### src/rtl/decoder_scan_driver.sv
// decoder_scan_driver: steps a 3-to-8 decoder's a/b/c select through the
// enabled channels of an 8-bit mask, holding each for a programmable dwell.
// Single-shot or continuous framing with a one-cycle frame_done pulse.
// Optional build macro: SCAN_BLANK_EN inserts one break-before-make blank
// cycle between channels and at each frame end.
module decoder_scan_driver #(
    parameter int unsigned DWELL_W = 8
) (
    input  logic               clk,
    input  logic               rst_n,
    input  logic               start,
    input  logic               stop,
    input  logic               cont,
    input  logic [7:0]         mask,
    input  logic [DWELL_W-1:0] dwell,
    output logic               a,
    output logic               b,
    output logic               c,
    output logic               sel_valid,
    output logic               busy,
    output logic               frame_done
);

    typedef enum logic [1:0] {
        IDLE  = 2'd0,
        SCAN  = 2'd1,
        BLANK = 2'd2
    } state_t;

    state_t             state;
    logic [7:0]         mask_q;
    logic [2:0]         sel;
    logic [DWELL_W-1:0] cnt;

`ifdef SCAN_BLANK_EN
    logic [2:0]         pend_sel;
    logic               end_pend;
`endif

    logic [DWELL_W-1:0] dwell_eff;
    logic [3:0]         first_new;
    logic [3:0]         next_cur;

    // Lowest set bit of m at index >= lo; result is {found, index}
    function automatic logic [3:0] next_set(input logic [7:0] m, input logic [3:0] lo);
        logic [3:0] r;
        r = 4'd0;
        for (int i = 7; i >= 0; i--) begin
            if (m[i] && (4'(i) >= lo)) begin
                r = {1'b1, 3'(i)};
            end
        end
        return r;
    endfunction

    // Dwell of zero behaves as one cycle
    assign dwell_eff = (dwell == '0) ? DWELL_W'(1) : dwell;

    // First channel of a freshly latched mask, and next channel in the current frame
    assign first_new = next_set(mask, 4'd0);
    assign next_cur  = next_set(mask_q, {1'b0, sel} + 4'd1);

    // Decoder select lines come straight from the registered channel index
    assign a = sel[2];
    assign b = sel[1];
    assign c = sel[0];

    // Scan state machine with registered outputs
    always_ff @(posedge clk) begin
        if (!rst_n) begin
            state      <= IDLE;
            mask_q     <= 8'd0;
            sel        <= 3'd0;
            cnt        <= '0;
            sel_valid  <= 1'b0;
            busy       <= 1'b0;
            frame_done <= 1'b0;
`ifdef SCAN_BLANK_EN
            pend_sel   <= 3'd0;
            end_pend   <= 1'b0;
`endif
        end else begin
            frame_done <= 1'b0;
            case (state)
                IDLE: begin
                    if (start && !stop && (mask != 8'd0)) begin
                        mask_q    <= mask;
                        sel       <= first_new[2:0];
                        cnt       <= dwell_eff;
                        sel_valid <= 1'b1;
                        busy      <= 1'b1;
                        state     <= SCAN;
                    end
                end

                SCAN: begin
                    if (stop) begin
                        state     <= IDLE;
                        sel       <= 3'd0;
                        cnt       <= '0;
                        sel_valid <= 1'b0;
                        busy      <= 1'b0;
                    end else if (cnt != DWELL_W'(1)) begin
                        cnt <= cnt - DWELL_W'(1);
                    end else if (next_cur[3]) begin
`ifdef SCAN_BLANK_EN
                        state     <= BLANK;
                        sel_valid <= 1'b0;
                        pend_sel  <= next_cur[2:0];
                        end_pend  <= 1'b0;
`else
                        sel <= next_cur[2:0];
                        cnt <= dwell_eff;
`endif
                    end else begin
                        frame_done <= 1'b1;
                        if (cont && (mask != 8'd0)) begin
                            mask_q <= mask;
`ifdef SCAN_BLANK_EN
                            state     <= BLANK;
                            sel_valid <= 1'b0;
                            pend_sel  <= first_new[2:0];
                            end_pend  <= 1'b0;
`else
                            sel <= first_new[2:0];
                            cnt <= dwell_eff;
`endif
                        end else begin
`ifdef SCAN_BLANK_EN
                            // Frame-end blank holds abc; drop to IDLE afterwards
                            state     <= BLANK;
                            sel_valid <= 1'b0;
                            end_pend  <= 1'b1;
`else
                            state     <= IDLE;
                            sel       <= 3'd0;
                            cnt       <= '0;
                            sel_valid <= 1'b0;
                            busy      <= 1'b0;
`endif
                        end
                    end
                end

`ifdef SCAN_BLANK_EN
                BLANK: begin
                    if (stop || end_pend) begin
                        state     <= IDLE;
                        sel       <= 3'd0;
                        cnt       <= '0;
                        sel_valid <= 1'b0;
                        busy      <= 1'b0;
                        end_pend  <= 1'b0;
                    end else begin
                        state     <= SCAN;
                        sel       <= pend_sel;
                        cnt       <= dwell_eff;
                        sel_valid <= 1'b1;
                    end
                end
`endif

                default: begin
                    state     <= IDLE;
                    sel       <= 3'd0;
                    cnt       <= '0;
                    sel_valid <= 1'b0;
                    busy      <= 1'b0;
                end
            endcase
        end
    end

endmodule

### config.mk
export PLATFORM = sky130hd
export DESIGN_NAME = decoder_scan_driver
export DESIGN_NICKNAME = d
export VERILOG_FILES = /design/src/rtl/decoder_scan_driver.sv
export SDC_FILE = /design/constraint.sdc
export NUM_CORES = 1
export LEC_CHECK = 0
export BUFFER_PORTS_ARGS = -buffer_cell sky130_fd_sc_hd__clkbuf_2
export CORE_UTILIZATION = 55
export DETAILED_ROUTE_END_ITERATION = 7
export PLACE_DENSITY = 0.82
export SKIP_LAST_GASP = 1
export SLEW_MARGIN = 20
export SYNTH_ARGS = -nofsm -noshare
export SYNTH_HDL_FRONTEND = slang
export SYNTH_SLANG_ARGS = --single-unit
### constraint.sdc
create_clock -name clk -period 5.64 [get_ports clk]
set_clock_uncertainty 0.2 [all_clocks]
set_input_delay 1.128 -clock clk [delete_from_list [all_inputs] [get_ports clk]]
set_output_delay 1.128 -clock clk [all_outputs]
set_load 0.01 [all_outputs]
Word-level counts from Yosys, hierarchy flattened

Cells that the tools add are included.

Register bits: 23
Bits in latches: 0
RAM bits: 0
ROM bits: 0
Bits of input ports: 21
Output and inout port bits: 6
Logic and storage cells: 96
Memories kept: 0

$add $sub $neg: 2
Multipliers: 0
Divide/modulo/power cells: 0
Magnitude comparators: 8
Eq/ne operators: 10
Shifts and indexed selects: 0
Muxes and demuxes: 48
Bitwise gates (word level): 2
Reduce and logical (&&, ||, !) cells: 20

Operator list:

| cell                                                | number |
|---|---|
| two-way mux 8 bit                                   | 11 |
| two-way mux 3 bit                                   | 13 |
| two-way mux 4 bit                                   | 8 |
| case mux 8 bit (2 select lines)                     | 2 |
| >= comparator 3 x 4 -> 1 bit (first input constant) | 4 |
| logical AND 1 bit                                   | 11 |
| two-way mux 2 bit                                   | 5 |
| != test 2 bit (second input constant)               | 5 |
| != test 3 bit (second input constant)               | 3 |
| >= comparator 1 x 4 -> 1 bit (first input constant) | 2 |
| >= comparator 2 x 4 -> 1 bit (first input constant) | 2 |
| logical NOT 8 bit                                   | 1 |
| != test 8 x 1 -> 1 bit (second input constant)      | 1 |
| nonzero test 8 bit                                  | 1 |
| subtractor 8 x 1 -> 8 bit (second input constant)   | 1 |
| two-way mux 1 bit                                   | 6 |
| case mux 3 bit (2 select lines)                     | 1 |
| AND reduction 6 bit                                 | 1 |
| adder 3 x 1 -> 4 bit (second input constant)        | 1 |
| case mux 2 bit (2 select lines)                     | 1 |
| AND reduction 4 bit                                 | 1 |
| OR reduction 4 bit                                  | 1 |
| == test 2 x 1 -> 1 bit (second input constant)      | 1 |
| logical NOT 2 bit                                   | 1 |
| 5 further kinds                                     | 6 |

Logic depth before layout (Yosys ltp)

Depth after elaboration: 15
Depth in mapped cells: 9
Depth with buffers taken out: 8

Worst setup path after synthesis

Ideal clock, no wire load.

Kind: input to register
Start: in mask[7]
End: reg mask_q[0]
Setup time: 72 ps
Data arrival time: 2371 ps
Required time: 5368 ps
Path slack: 2997 ps
Stages: 6
Buffers on the path: 1
Cells stage by stage: nor4_4 > a21oi_2 > nor2b_1 > buf_2 > a31oi_4 > mux2i_1

Longest elaborated chain between the ends: 4
Elaborated cells on any way between the ends: 6
Classes of those cells: 2 x eq/ne; 4 x reduce/logical

RTL lines:

| element                                  | line    | text |
|---|---|---|
| start, declared                          | 14      | `input logic [7:0] mask,` |
| nonzero test 8 bit (*)                   | 86, 117 |  |
| logical AND 1 bit (on tied branches)     | 117, 86 |  |
| != test 2 bit (no source line)           | -       |  |
| AND reduction 6 bit (no source line) (*) | -       |  |
| end signal, assigned                     | 87      | `mask_q <= mask;` |
| end signal, assigned                     | 118     | `mask_q <= mask;` |
| end, declared                            | 31      | `logic [7:0] mask_q;` |

Every way passes the cells marked *; elsewhere a longest branch is shown, timed or not.
A chain may end at the register's enable or synchronous reset.

Worst setup path in the final report

Start: in mask[7]
End: reg mask_q[5]

The elaborated chain is that of the path after synthesis.

==> impl_results.rst <==
.. list-table::
   :header-rows: 1

   * - Metric
     - Value
   * - Max_cap viols
     - 0
   * - DP Cell Count
     - 243
   * - Slew at the pin with the worst max-slew slack
     - 0.8556 ns
   * - Met1 demand-to-capacity share in global routing
     - 38.78%
   * - Data required, critical path
     - 5.68 ns
   * - Total wire length after detailed routing
     - 3707 um
   * - Die Area
     - 0.003054 mm2
   * - Global route total overflow
     - 0
   * - DRC violations left
     - 0
   * - Area fraction of the dominant cell type after synthesis
     - 26.94%
   * - Post-synth EDFFs
     - 0
   * - Buffer depth of the longest clock path
     - 2
   * - Slowest Stage Delay on Critical Path
     - 0.43 ns
   * - Slew Limit Headroom
     - 42.84%
   * - Starting utilization of the core area
     - 60.77%
   * - Setup slack after placement
     - 2.651 ns
   * - Netlist area before placement
     - 0.001560 mm2
   * - Initial detailed-routing violation count
     - 72
   * - Setup repair after global routing missed its margin
     - no
   * - Largest net degree at the start of global routing
     - 28
   * - DRT Pass-1 Iters
     - 4
   * - Most used routing layer
     - met1
   * - Async set or reset register ratio after synthesis
     - 0%
   * - Floorplan row count
     - 18
   * - Crit path arrival time
     - 2.73 ns
   * - Final Instance Count excl. Fillers
     - 247
   * - Num CTS Buffers
     - 3
   * - Most area-hungry cell type in the Yosys netlist
     - sky130_fd_sc_hd__dfxtp_1
   * - Maximum vdd drop
     - 0.1232 mV
   * - Number of nets produced by synthesis
     - 220
   * - Layout Nets
     - 242
   * - Worst-path clk slew
     - 0.12 ns
   * - Global Route met3 Usage
     - 3.279%
   * - Final Cycle Share
     - 47.72%
   * - Root cell of the clock tree
     - sky130_fd_sc_hd__clkbuf_4
   * - Count of boundary I/O pins
     - 27
   * - Worst Path Max Fanout
     - 10
   * - Cell family contributing the most delay on the critical path
     - simple AND/OR/NAND/NOR gates
   * - Last weighted congestion value of the routability-driven placer
     - 0.8938
   * - # hold bufs at CTS
     - 0
   * - Count of distinct cell types in the synthesized netlist
     - 54
   * - Diode count
     - 0
   * - Final-layout fill cell count
     - 225
   * - Sinks on Clock Net
     - 21
   * - Max-slew violation count
     - 0
   * - Tmin final
     - 2.692 ns
   * - Area growth from synthesis to final layout
     - 9.623%
   * - Pleak
     - 0.6906 nW
   * - Antenna viol nets, final
     - 0
   * - Count of vias placed by the detailed router
     - 1580
   * - Commonest non-fill, non-tap cell in the layout
     - sky130_fd_sc_hd__clkbuf_2
   * - Number of gates resized after cts
     - 0
   * - Number of register bits inferred by synthesis
     - 21
   * - Global-route wire length before repair
     - 6320 um
   * - TNS Setup
     - 0 ns
   * - Per-cell routed wire length
     - 15.01 um
   * - Final worst slack
     - 2.948 ns
   * - Cells after synthesis
     - 196
   * - Kind of end point of the critical path
     - register
   * - Post-DP HPWL
     - 2811 um
   * - Most used flip-flop cell after synthesis
     - sky130_fd_sc_hd__dfxtp_1
   * - Number of endpoints with negative hold slack in the final report
     - 0
   * - Clock insertion delay at the later pin of the skew report
     - 0.30 ns
   * - Number of antenna violations at the first check in global routing
     - 0
   * - Max Fclk
     - 371.5 MHz
   * - Core footprint
     - 0.002567 mm2
   * - Vias in the first global route
     - 1406
   * - Routing usage on met2
     - 35.80%
   * - Number of failing setup endpoints in the final timing report
     - 0
   * - Run status
     - completed
   * - Pwr/cell area
     - 206.0 mW/mm2
   * - Syn. warnings
     - 0
   * - Vertical die dimension
     - 55.26 um
   * - Routed via count divided by cell count
     - 6.397
   * - Fraction of the yosys area taken by sequential cells
     - 26.94%
   * - Top post-synthesis cells by area
     - sky130_fd_sc_hd__dfxtp_1 27%, sky130_fd_sc_hd__a21oi_1 5.8%, sky130_fd_sc_hd__nand2_1 5.8%
   * - Hold/Removal Path Class
     - register to register
   * - Critical Path Source Type
     - primary input
   * - Commonest cells after routing, fill and taps aside
     - 26 x sky130_fd_sc_hd__clkbuf_2, 24 x sky130_fd_sc_hd__nand2_1, 21 x sky130_fd_sc_hd__dfxtp_1
   * - TritonCTS clock tree
     - done
   * - Die Width
     - 55.26 um
   * - Number of levels the H-tree was split into
     - 1
   * - Post-CTS setup buffer count
     - 0
   * - CP Cell Sequence
     - clkbuf_2, nor4_4, a21oi_2, nor2b_1, a31oi_4, mux2i_1
   * - Count of input and output buffers
     - 26
   * - Fraction of final layout cells with drive strength greater than 1
     - 19.82%
   * - Aggregate global-route resource usage
     - 25.02%
   * - Critical path type
     - primary input to register
   * - Average instance area after synthesis
     - 7.960 um2
   * - Total buffers and inverters traversed by the critical path
     - 1
   * - CP max-delay cell
     - sky130_fd_sc_hd__a31oi_4
## cell type report
class	instances	area (um2)	area share, %
Timing Repair Buffer	26	130.1	7.608
Sequential cell	21	420.4	24.58
Inverter	7	26.28	1.536
Clock buffer	4	26.28	1.536
Multi-Input combinational cell	159	1070	62.55
Tap cell	30	37.54	2.195
## final timing paths
| path | slack (ns) | endpoint | depth (start not counted) | start |
|---|---|---|---|---|
| worst max register to register | 3.10 | mask_q[5] | 7 | sel[1] |
| worst max-delay path | 2.95 | mask_q[5] | 6 | mask[7] |
| worst min register to register | 0.28 | mask_q[1] | 2 | mask_q[1] |
| worst min-delay path | 0.28 | mask_q[1] | 2 | mask_q[1] |
## stage by stage
step                      total power [mW]  hold WS (ns)  area, um2  utilization [%]
after detailed placement            0.2793        0.2685       1684            65.59
after global placement              0.2751        0.2570       1684            65.59
after floorplan                     0.2500        0.2334       1560                -
after CTS                           0.3501        0.2851       1710            66.62
final                               0.3523        0.2813       1710            66.62
after global routing                0.3698        0.2931       1710            66.62
## Yosys cell counts, types with 2 or more instances
master	instances
sky130_fd_sc_hd__buf_2	2
sky130_fd_sc_hd__o21ai_1	2
sky130_fd_sc_hd__nand4_1	3
sky130_fd_sc_hd__nand3_1	3
sky130_fd_sc_hd__nand2b_1	8
sky130_fd_sc_hd__a32oi_1	2
sky130_fd_sc_hd__a21oi_1	18
sky130_fd_sc_hd__a31oi_1	8
sky130_fd_sc_hd__nand4b_1	2
sky130_fd_sc_hd__nand3b_1	2
sky130_fd_sc_hd__ha_1	3
sky130_fd_sc_hd__nor2_1	19
sky130_fd_sc_hd__nor4_4	2
sky130_fd_sc_hd__a211o_1	2
sky130_fd_sc_hd__buf_4	2
sky130_fd_sc_hd__nand2_1	24
sky130_fd_sc_hd__o22ai_1	2
sky130_fd_sc_hd__o21ai_0	8
sky130_fd_sc_hd__nor3_1	4
sky130_fd_sc_hd__nor4_1	2
sky130_fd_sc_hd__dfxtp_1	21
sky130_fd_sc_hd__nor2b_1	5
sky130_fd_sc_hd__o31ai_1	2
sky130_fd_sc_hd__or4_1	2
sky130_fd_sc_hd__inv_1	7
sky130_fd_sc_hd__clkbuf_1	5
sky130_fd_sc_hd__a21oi_2	2
sky130_fd_sc_hd__mux2i_1	8
## worst reg2reg max path, cell delays in order, from the launching register on
cell and delay [ns]:
sky130_fd_sc_hd__dfxtp_1 0.52, sky130_fd_sc_hd__ha_1 0.29, sky130_fd_sc_hd__a21boi_4 0.31, sky130_fd_sc_hd__a21o_4 0.20
sky130_fd_sc_hd__a32oi_4 0.09, sky130_fd_sc_hd__and4_4 0.25, sky130_fd_sc_hd__a31oi_4 0.39, sky130_fd_sc_hd__mux2i_1 0.23
## report_power, final
part | internal (mW) | switching (mW) | total, mW | leakage (nW)
clock network | 0.0276 | 0.0462 | 0.0737 | 0.0150
registers | 0.158 | 0.0159 | 0.174 | 0.172
logic | 0.0439 | 0.0608 | 0.105 | 0.504
## registers in the layout, summed over array words and instances, names as in the netlist
name	count
cnt	8
mask_q	8
sel	3
busy	1
frame_done	1
## logic make-up (layout without fill, tap and decap cells)
group,count (synthesis),after routing,synth area share [%]
buffers and inverters,16,37,4.491
multiplexers,8,8,5.133
adder cells (fa/ha/maj),3,3,2.406
flip-flops,21,21,26.94
AND/OR/NAND/NOR,86,86,30.55
AO/OA/AOI/OAI,62,62,30.48
## per-layer routing
metal	part of all wire (%)	routed length (um)
met1	48	1780
met2	42	1565
met3	8.5	315
met4	1.2	45
met5	0	0
Power figures use the tool's default switching activity.
